File: config.mk
export PLATFORM = sky130hd
export DESIGN_NAME = seq_multiplier_flat
export DESIGN_NICKNAME = d
export VERILOG_FILES = /design/src/rtl/seq_multiplier_if.sv /design/src/rtl/seq_multiplier.sv /design/src/flat_wrapper.sv
export SDC_FILE = /design/constraint.sdc
export NUM_CORES = 2
export LEC_CHECK = 0
export BUFFER_PORTS_ARGS = -buffer_cell sky130_fd_sc_hd__buf_2
export CAP_MARGIN = 15
export CORE_ASPECT_RATIO = 1.4
export CORE_MARGIN = 4
export CORE_UTILIZATION = 40
export DETAILED_ROUTE_END_ITERATION = 6
export PLACE_DENSITY = 0.53
export SYNTH_ARGS = -nofsm -noshare
export SYNTH_HDL_FRONTEND = slang
export SYNTH_SLANG_ARGS = --single-unit
File: constraint.sdc
create_clock -name clk -period 12.36 [get_ports clk]
set_input_delay 1.854 -clock clk [delete_from_list [all_inputs] [get_ports clk]]
set_output_delay 1.854 -clock clk [all_outputs]
set_load 0.02 [all_outputs]
File: src/rtl/seq_multiplier_if.sv
// Handshake and operand bus of the sequential multiplier.
// The master drives the request; the slave (the multiplier) returns busy/done/product.
interface seq_multiplier_if #(
  parameter int XLEN = 64
);
  logic            start;
  logic            kill;
  logic [2:0]      MULControl;
  logic            is_word;
  logic [XLEN-1:0] rs1;
  logic [XLEN-1:0] rs2;
  logic            busy;
  logic            done;
  logic [XLEN-1:0] product;

  modport master (
    output start, kill, MULControl, is_word, rs1, rs2,
    input  busy, done, product
  );

  modport slave (
    input  start, kill, MULControl, is_word, rs1, rs2,
    output busy, done, product
  );
endinterface

File: src/rtl/seq_multiplier.sv
// Iterative shift-add multiplier (MUL/MULH/MULHU/MULHSU/MULW), BPC multiplier bits per cycle.
// Handshake: start is taken only in IDLE when kill is low; done pulses for one cycle with product valid.
module seq_multiplier #(
  parameter int XLEN = 64,
  parameter int BPC  = 1
) (
  input  logic                clk,
  input  logic                rst_n,
  seq_multiplier_if.slave     bus,
  output logic [1:0]          dbg_state
);

  localparam int W2        = 2 * XLEN;
  localparam int ITER_FULL = XLEN / BPC;
  localparam int ITER_WORD = 32 / BPC;
  localparam int CW        = $clog2(ITER_FULL);

  typedef enum logic [1:0] {
    IDLE = 2'd0,
    CALC = 2'd1,
    DONE = 2'd2
  } state_t;

  state_t state, state_nxt;

  logic [W2-1:0]   mcand;
  logic [XLEN-1:0] mplier;
  logic [W2-1:0]   acc;
  logic [W2-1:0]   acc_sum;
  logic [CW-1:0]   cnt;
  logic            neg;
  logic            word_q;
  logic            high_q;
  logic [XLEN-1:0] product_q;
  logic [XLEN-1:0] result_sel;
  logic [XLEN-1:0] word_res;

  logic            accept;
  logic            word_mode;
  logic            a_signed, b_signed, a_neg, b_neg, zero_in;
  logic [XLEN-1:0] a_w, b_w, a_ext, b_ext, a_mag, b_mag;

  // Operand conditioning at acceptance: word extension, signedness, magnitudes.
  always_comb begin
    accept    = (state == IDLE) && bus.start && !bus.kill;
    word_mode = bus.is_word && (bus.MULControl == 3'b100) && (XLEN == 64);
    a_w       = XLEN'($signed(bus.rs1[31:0]));
    b_w       = XLEN'($signed(bus.rs2[31:0]));
    a_ext     = word_mode ? a_w : bus.rs1;
    b_ext     = word_mode ? b_w : bus.rs2;
    a_signed  = (bus.MULControl != 3'b110);
    b_signed  = !bus.MULControl[1];
    a_neg     = a_signed && a_ext[XLEN-1];
    b_neg     = b_signed && b_ext[XLEN-1];
    a_mag     = a_neg ? -a_ext : a_ext;
    b_mag     = b_neg ? -b_ext : b_ext;
    zero_in   = (a_ext == '0) || (b_ext == '0) || !bus.MULControl[2];
  end

  always_comb begin
    acc_sum = acc;
    for (int i = 0; i < BPC; i++) begin
      if (mplier[i]) acc_sum = acc_sum + (mcand << i);
    end
  end

  always_comb begin
    word_res   = XLEN'($signed(acc[31:0]));
    result_sel = word_q ? word_res : (high_q ? acc[W2-1:XLEN] : acc[XLEN-1:0]);
  end

  // State register
  always_ff @(posedge clk) begin
    if (!rst_n) state <= IDLE;
    else        state <= state_nxt;
  end

  // Next-state logic
  always_comb begin
    state_nxt = state;
    case (state)
      IDLE:    if (accept) state_nxt = CALC;
      CALC:    if (bus.kill) state_nxt = IDLE;
               else if (cnt == '0) state_nxt = DONE;
      DONE:    state_nxt = IDLE;
      default: state_nxt = IDLE;
    endcase
  end

  // Outputs; a kill in DONE suppresses the pulse and leaves the held product alone.
  always_comb begin
    bus.busy    = (state != IDLE);
    bus.done    = (state == DONE) && !bus.kill;
    bus.product = bus.done ? result_sel : product_q;
    dbg_state   = state;
  end

  // Datapath
  always_ff @(posedge clk) begin
    if (!rst_n) begin
      mcand     <= '0;
      mplier    <= '0;
      acc       <= '0;
      cnt       <= '0;
      neg       <= 1'b0;
      word_q    <= 1'b0;
      high_q    <= 1'b0;
      product_q <= '0;
    end else begin
      case (state)
        IDLE: begin
          if (accept) begin
            mcand  <= W2'(a_mag);
            mplier <= zero_in ? '0 : b_mag;
            acc    <= '0;
            neg    <= zero_in ? 1'b0 : (a_neg ^ b_neg);
            cnt    <= zero_in ? '0 : (word_mode ? CW'(ITER_WORD - 1) : CW'(ITER_FULL - 1));
            word_q <= word_mode;
            high_q <= (bus.MULControl != 3'b100);
          end
        end
        CALC: begin
          if (!bus.kill) begin
            // Sign is applied once, on the edge that leaves CALC.
            acc    <= (cnt == '0 && neg) ? -acc_sum : acc_sum;
            mcand  <= mcand << BPC;
            mplier <= mplier >> BPC;
            cnt    <= cnt - 1'b1;
          end
        end
        DONE: begin
          if (!bus.kill) product_q <= result_sel;
        end
        default: ;
      endcase
    end
  end

endmodule

File: src/flat_wrapper.sv
// flat-port wrapper written by rule: the top's interface ports become plain ports
module seq_multiplier_flat 
#(
  parameter int XLEN = 64,
  parameter int BPC  = 1
)
  (clk, rst_n, dbg_state, bus_start, bus_kill, bus_MULControl, bus_is_word, bus_rs1, bus_rs2, bus_busy, bus_done, bus_product);
  seq_multiplier_if #(.XLEN(XLEN)) bus_i ();
  input  logic clk;
  input  logic rst_n;
  output logic [1:0] dbg_state;
  input wire logic [$bits(bus_i.start)-1:0] bus_start;
  input wire logic [$bits(bus_i.kill)-1:0] bus_kill;
  input wire logic [$bits(bus_i.MULControl)-1:0] bus_MULControl;
  input wire logic [$bits(bus_i.is_word)-1:0] bus_is_word;
  input wire logic [$bits(bus_i.rs1)-1:0] bus_rs1;
  input wire logic [$bits(bus_i.rs2)-1:0] bus_rs2;
  output wire logic [$bits(bus_i.busy)-1:0] bus_busy;
  output wire logic [$bits(bus_i.done)-1:0] bus_done;
  output wire logic [$bits(bus_i.product)-1:0] bus_product;
  assign bus_i.start = bus_start;
  assign bus_i.kill = bus_kill;
  assign bus_i.MULControl = bus_MULControl;
  assign bus_i.is_word = bus_is_word;
  assign bus_i.rs1 = bus_rs1;
  assign bus_i.rs2 = bus_rs2;
  assign bus_busy = bus_i.busy;
  assign bus_done = bus_i.done;
  assign bus_product = bus_i.product;
  seq_multiplier #(.XLEN(XLEN), .BPC(BPC)) u_core (.clk(clk), .rst_n(rst_n), .bus(bus_i), .dbg_state(dbg_state));
endmodule
==> results_dict.tcl <==
set metrics [dict create \
    p_clk_share_pct 41.9 \
    fmax_mhz 136 \
    hp-class "reg2reg" \
    io_pins 204 \
    reg2regPathDepth 19 \
    syn-instance-count 4973 \
    die_h_microns 362 \
    syn-cell-area_sq_um 35800 \
    max-cap-violations 0 \
    core_region_area_sq_um 88600 \
    post_synth_main_area_contributors "dfxtp_1, a21oi_1, o21ai_0" \
    cp_max_fo 7 \
    power.switching_fraction_pct 32.1 \
    cts_tree "yes" \
    setup_tns_ns 0 \
    min_to "u_core.mplier[35]$_SDFFE_PN0P_" \
    cts_resized 0 \
    start_util_pct 40.4 \
    peakVddDrop_mv 0.152 \
    synthArstFlopShare_pct 0 \
    drc 1 \
    fill_cells 9395 \
    fin_area_sq_um 39200 \
    hold_viol 0 \
    fin_skew_ns 0.0480 \
    ant_nets 0 \
    ctsHoldBuffers 0 \
    drtIter0Drc 3642 \
    wl_per_cell_microns 27.9 \
    via_per_inst 6.40 \
    synth_area_per_cell_sq_um 7.19 \
    clockBufferDepth 3 \
    violations "DRC" \
    cts_setup_buffers 0 \
    power_frac_comb_pct 20.3 \
    numPortBuffers 203 \
    rr_startpoint "u_core.acc[0]$_SDFFE_PN0P_" \
    drive_gt1_share_pct 9.71 \
    leakage_uw 0.0145 \
    worstHoldStart "u_core.mplier[35]$_SDFFE_PN0P_" \
    p_seq_share_pct 37.8 \
    drt-total-wl_microns 172000 \
    synth_warnings 0 \
    synthMostInstantiatedCell "nand2_1" \
    gp_congestion 1.06 \
    r2r-end "u_core.acc[123]$_SDFFE_PN0P_" \
    nets 5218 \
    ys_seq_area_share_pct 22.1 \
    rsz0062_at_grt "no" \
    synth_edf_count 0 \
    setup_viol 0 \
    crit_path_start_kind "flop" \
    post_dp_cell_area_sq_um 37600 \
    cts_inserted_buffers 46 \
    ys_ff_latch 395 \
    tightest_slew_ns 1.35 \
    synth_flop_cell "dfxtp_1" \
    clkTransAtPathRegs_ns 0.07 \
    clock_sinks 395 \
    hpwl_microns 136000 \
    status "finished, violations left" \
    die_w_microns 261 \
    die-area_sq_um 94400 \
    p_per_area_nw_per_um2 91.7 \
    synth_commonest_cells "nand2_1, nor2_1, a21oi_1" \
    rows 129 \
    grt-ovfl-total 0 \
    intPower_uw 2440 \
    crit_type "reg2reg" \
    grt_pass1_wl_microns 251000 \
    fin_crit_ns 7.36 \
    synth_area_leader_cell "dfxtp_1" \
    vias 39500 \
    grt_usage_pct 35.0 \
    synth_top_area_share_pct 22.1 \
    cp.arrival_ns 7.84 \
    relSlewSlack_pct 9.24 \
    end_kind "flop" \
    crit_required_ns 12.84 \
    grt_start_max_net_pins 124 \
    final_max_slew_viol_count 0 \
    root_buffer "clkbuf_16" \
    antenna_found_initial 6 \
    syn_nets 5242 \
    timing.final.crit_share_pct 59.6 \
    grt_pass1_vias 37800 \
    htree_levels 2 \
    synth.distinct_cells 102 \
    insertion_delay_ns 0.65 \
    drt-pass1-iter-count 7 \
    p_switching_uw 1160 \
    min_path_cells 2 \
    rrSetupSlack_ns 5.00 \
    area_delta_synth_final_pct 9.67 \
]
-- cells by family (layout without fill, tap and decap cells) --
group,after synthesis,in the layout,share of synthesized area (%)
flops,395,395,22.1
xor+xnor,274,274,6.71
mux,112,112,3.28
compound gates,1694,1694,31.3
other cells,0,5,0
buf+inv,408,418,4.42
simple gates,1957,1957,27.6
fa+ha+maj,133,133,4.67
-- power groups by stage --
stage          clock network, uW  registers (uW)  logic [uW]
2_1_floorplan                  0            1360         492
3_3_place_gp                   0            1380         723
3_5_place_dp                   0            1390         722
4_1_cts                     1550            1360         725
5_1_grt                     1580            1360         793
6_report                    1510            1360         732
-- routing by layer --
layer / global-route usage [%] / wire, microns / share of wire [%]
met4: 24.0 / 14900 / 8.7
met2: 59.6 / 81500 / 47
met1: 40.7 / 66200 / 38
met5: 0 / 0 / 0
met3: 4.57 / 9670 / 5.6
-- critical path: stages (launching register included) --
cell       delay (ns)
dfxtp_1          0.39
ha_1             0.21
inv_1            0.06
fa_1             0.41
nor2b_1          0.27
o2111a_1         0.35
o21ai_1          0.18
a31oi_1          0.67
nor2_1           0.37
xnor2_1          0.24
a2111oi_0        0.86
nand3b_4         0.24
nor4_4           0.67
nand4_1          0.56
nor2_1           0.53
a31o_2           0.35
a21boi_0         0.37
inv_1            0.08
a2111oi_0        0.33
o21ai_0          0.11
-- registers in the layout, indices dropped and copies added, names as in the netlist --
name              cells
u_core.acc          128
u_core.mcand        128
u_core.dbg_state      2
u_core.high_q         1
u_core.neg            1
u_core.product_q     64
u_core.mplier        64
u_core.word_q         1
u_core.cnt            6
-- stage by stage --
step                hold slack [ns]  total power [uW]  worst slack (ns)  util (%)  instances
finish                        0.497              3600              5.00      44.3       6167
global route                  0.511              3740              4.68      44.3       6162
CTS                           0.495              3630              5.30      44.2       6158
detailed placement            0.487              2110              5.31      42.4       6076
global placement              0.481              2110              5.40      42.4       6076
floorplan                     0.458              1850              4.79         -       4973
-- layout make-up --
| type | instances | area (sq um) | area share, % |
|---|---|---|---|
| multi-input cells | 4170 | 26400 | 67.3 |
| repair buffers | 280 | 1610 | 4.11 |
| clock inverters | 21 | 334 | 0.851 |
| well taps | 1179 | 1480 | 3.76 |
| inverters | 56 | 213 | 0.542 |
| flip-flops and latches | 395 | 7910 | 20.2 |
| clock buffers | 61 | 1290 | 3.28 |
| diodes | 5 | 12.5 | 0.0319 |
-- worst max-delay path by stage --
stage | start | to | slack (ns) | depth (start not counted)
2_1_floorplan | u_core.mplier[0]$_SDFFE_PN0P_ | u_core.acc[126]$_SDFFE_PN0P_ | 4.79 | 30
3_3_place_gp | u_core.acc[0]$_SDFFE_PN0P_ | u_core.acc[123]$_SDFFE_PN0P_ | 5.40 | 19
3_5_place_dp | u_core.acc[0]$_SDFFE_PN0P_ | u_core.acc[123]$_SDFFE_PN0P_ | 5.31 | 19
4_1_cts | u_core.acc[0]$_SDFFE_PN0P_ | u_core.acc[123]$_SDFFE_PN0P_ | 5.30 | 19
5_1_grt | u_core.acc[0]$_SDFFE_PN0P_ | u_core.acc[123]$_SDFFE_PN0P_ | 4.68 | 19
6_report | u_core.acc[0]$_SDFFE_PN0P_ | u_core.acc[123]$_SDFFE_PN0P_ | 5.00 | 19
-- layout by cell type (no fill, tap or decap), types with 18 or more instances in the layout --
master     Yosys  final
dfxtp_1      395    394
o21bai_1      21     21
ha_1         132    132
nor3_1       131    130
xnor2_1      149    149
nor2_1       480    475
o21ai_0      386    385
nand4_1      118    118
mux2_2        42     42
o211a_1       44     44
buf_2         27    203
a221oi_1      70     70
clkbuf_16      0     46
buf_4          0     73
a21boi_0      28     28
inv_1         55     54
o311ai_0      35     35
xor2_1       125    125
or4_1         22     22
a31oi_1       49     49
or2_2         26     26
nor4_1        52     51
nor3b_1       66     66
or3_1         56     56
a21oi_1      448    448
and3_1        35     35
and2_1        94     93
a21o_1        44     44
a211oi_1      71     71
o31ai_1       54     54
nand2_1      487    484
nor2b_1      200    198
o21a_1        46     46
nand2b_1      42     41
mux2i_1       70     70
a211o_1       20     20
a22oi_1      127    127
o211ai_1      49     49
nand3_1       82     82
a32oi_1       18     18
(Power assumes the default switching activity.)
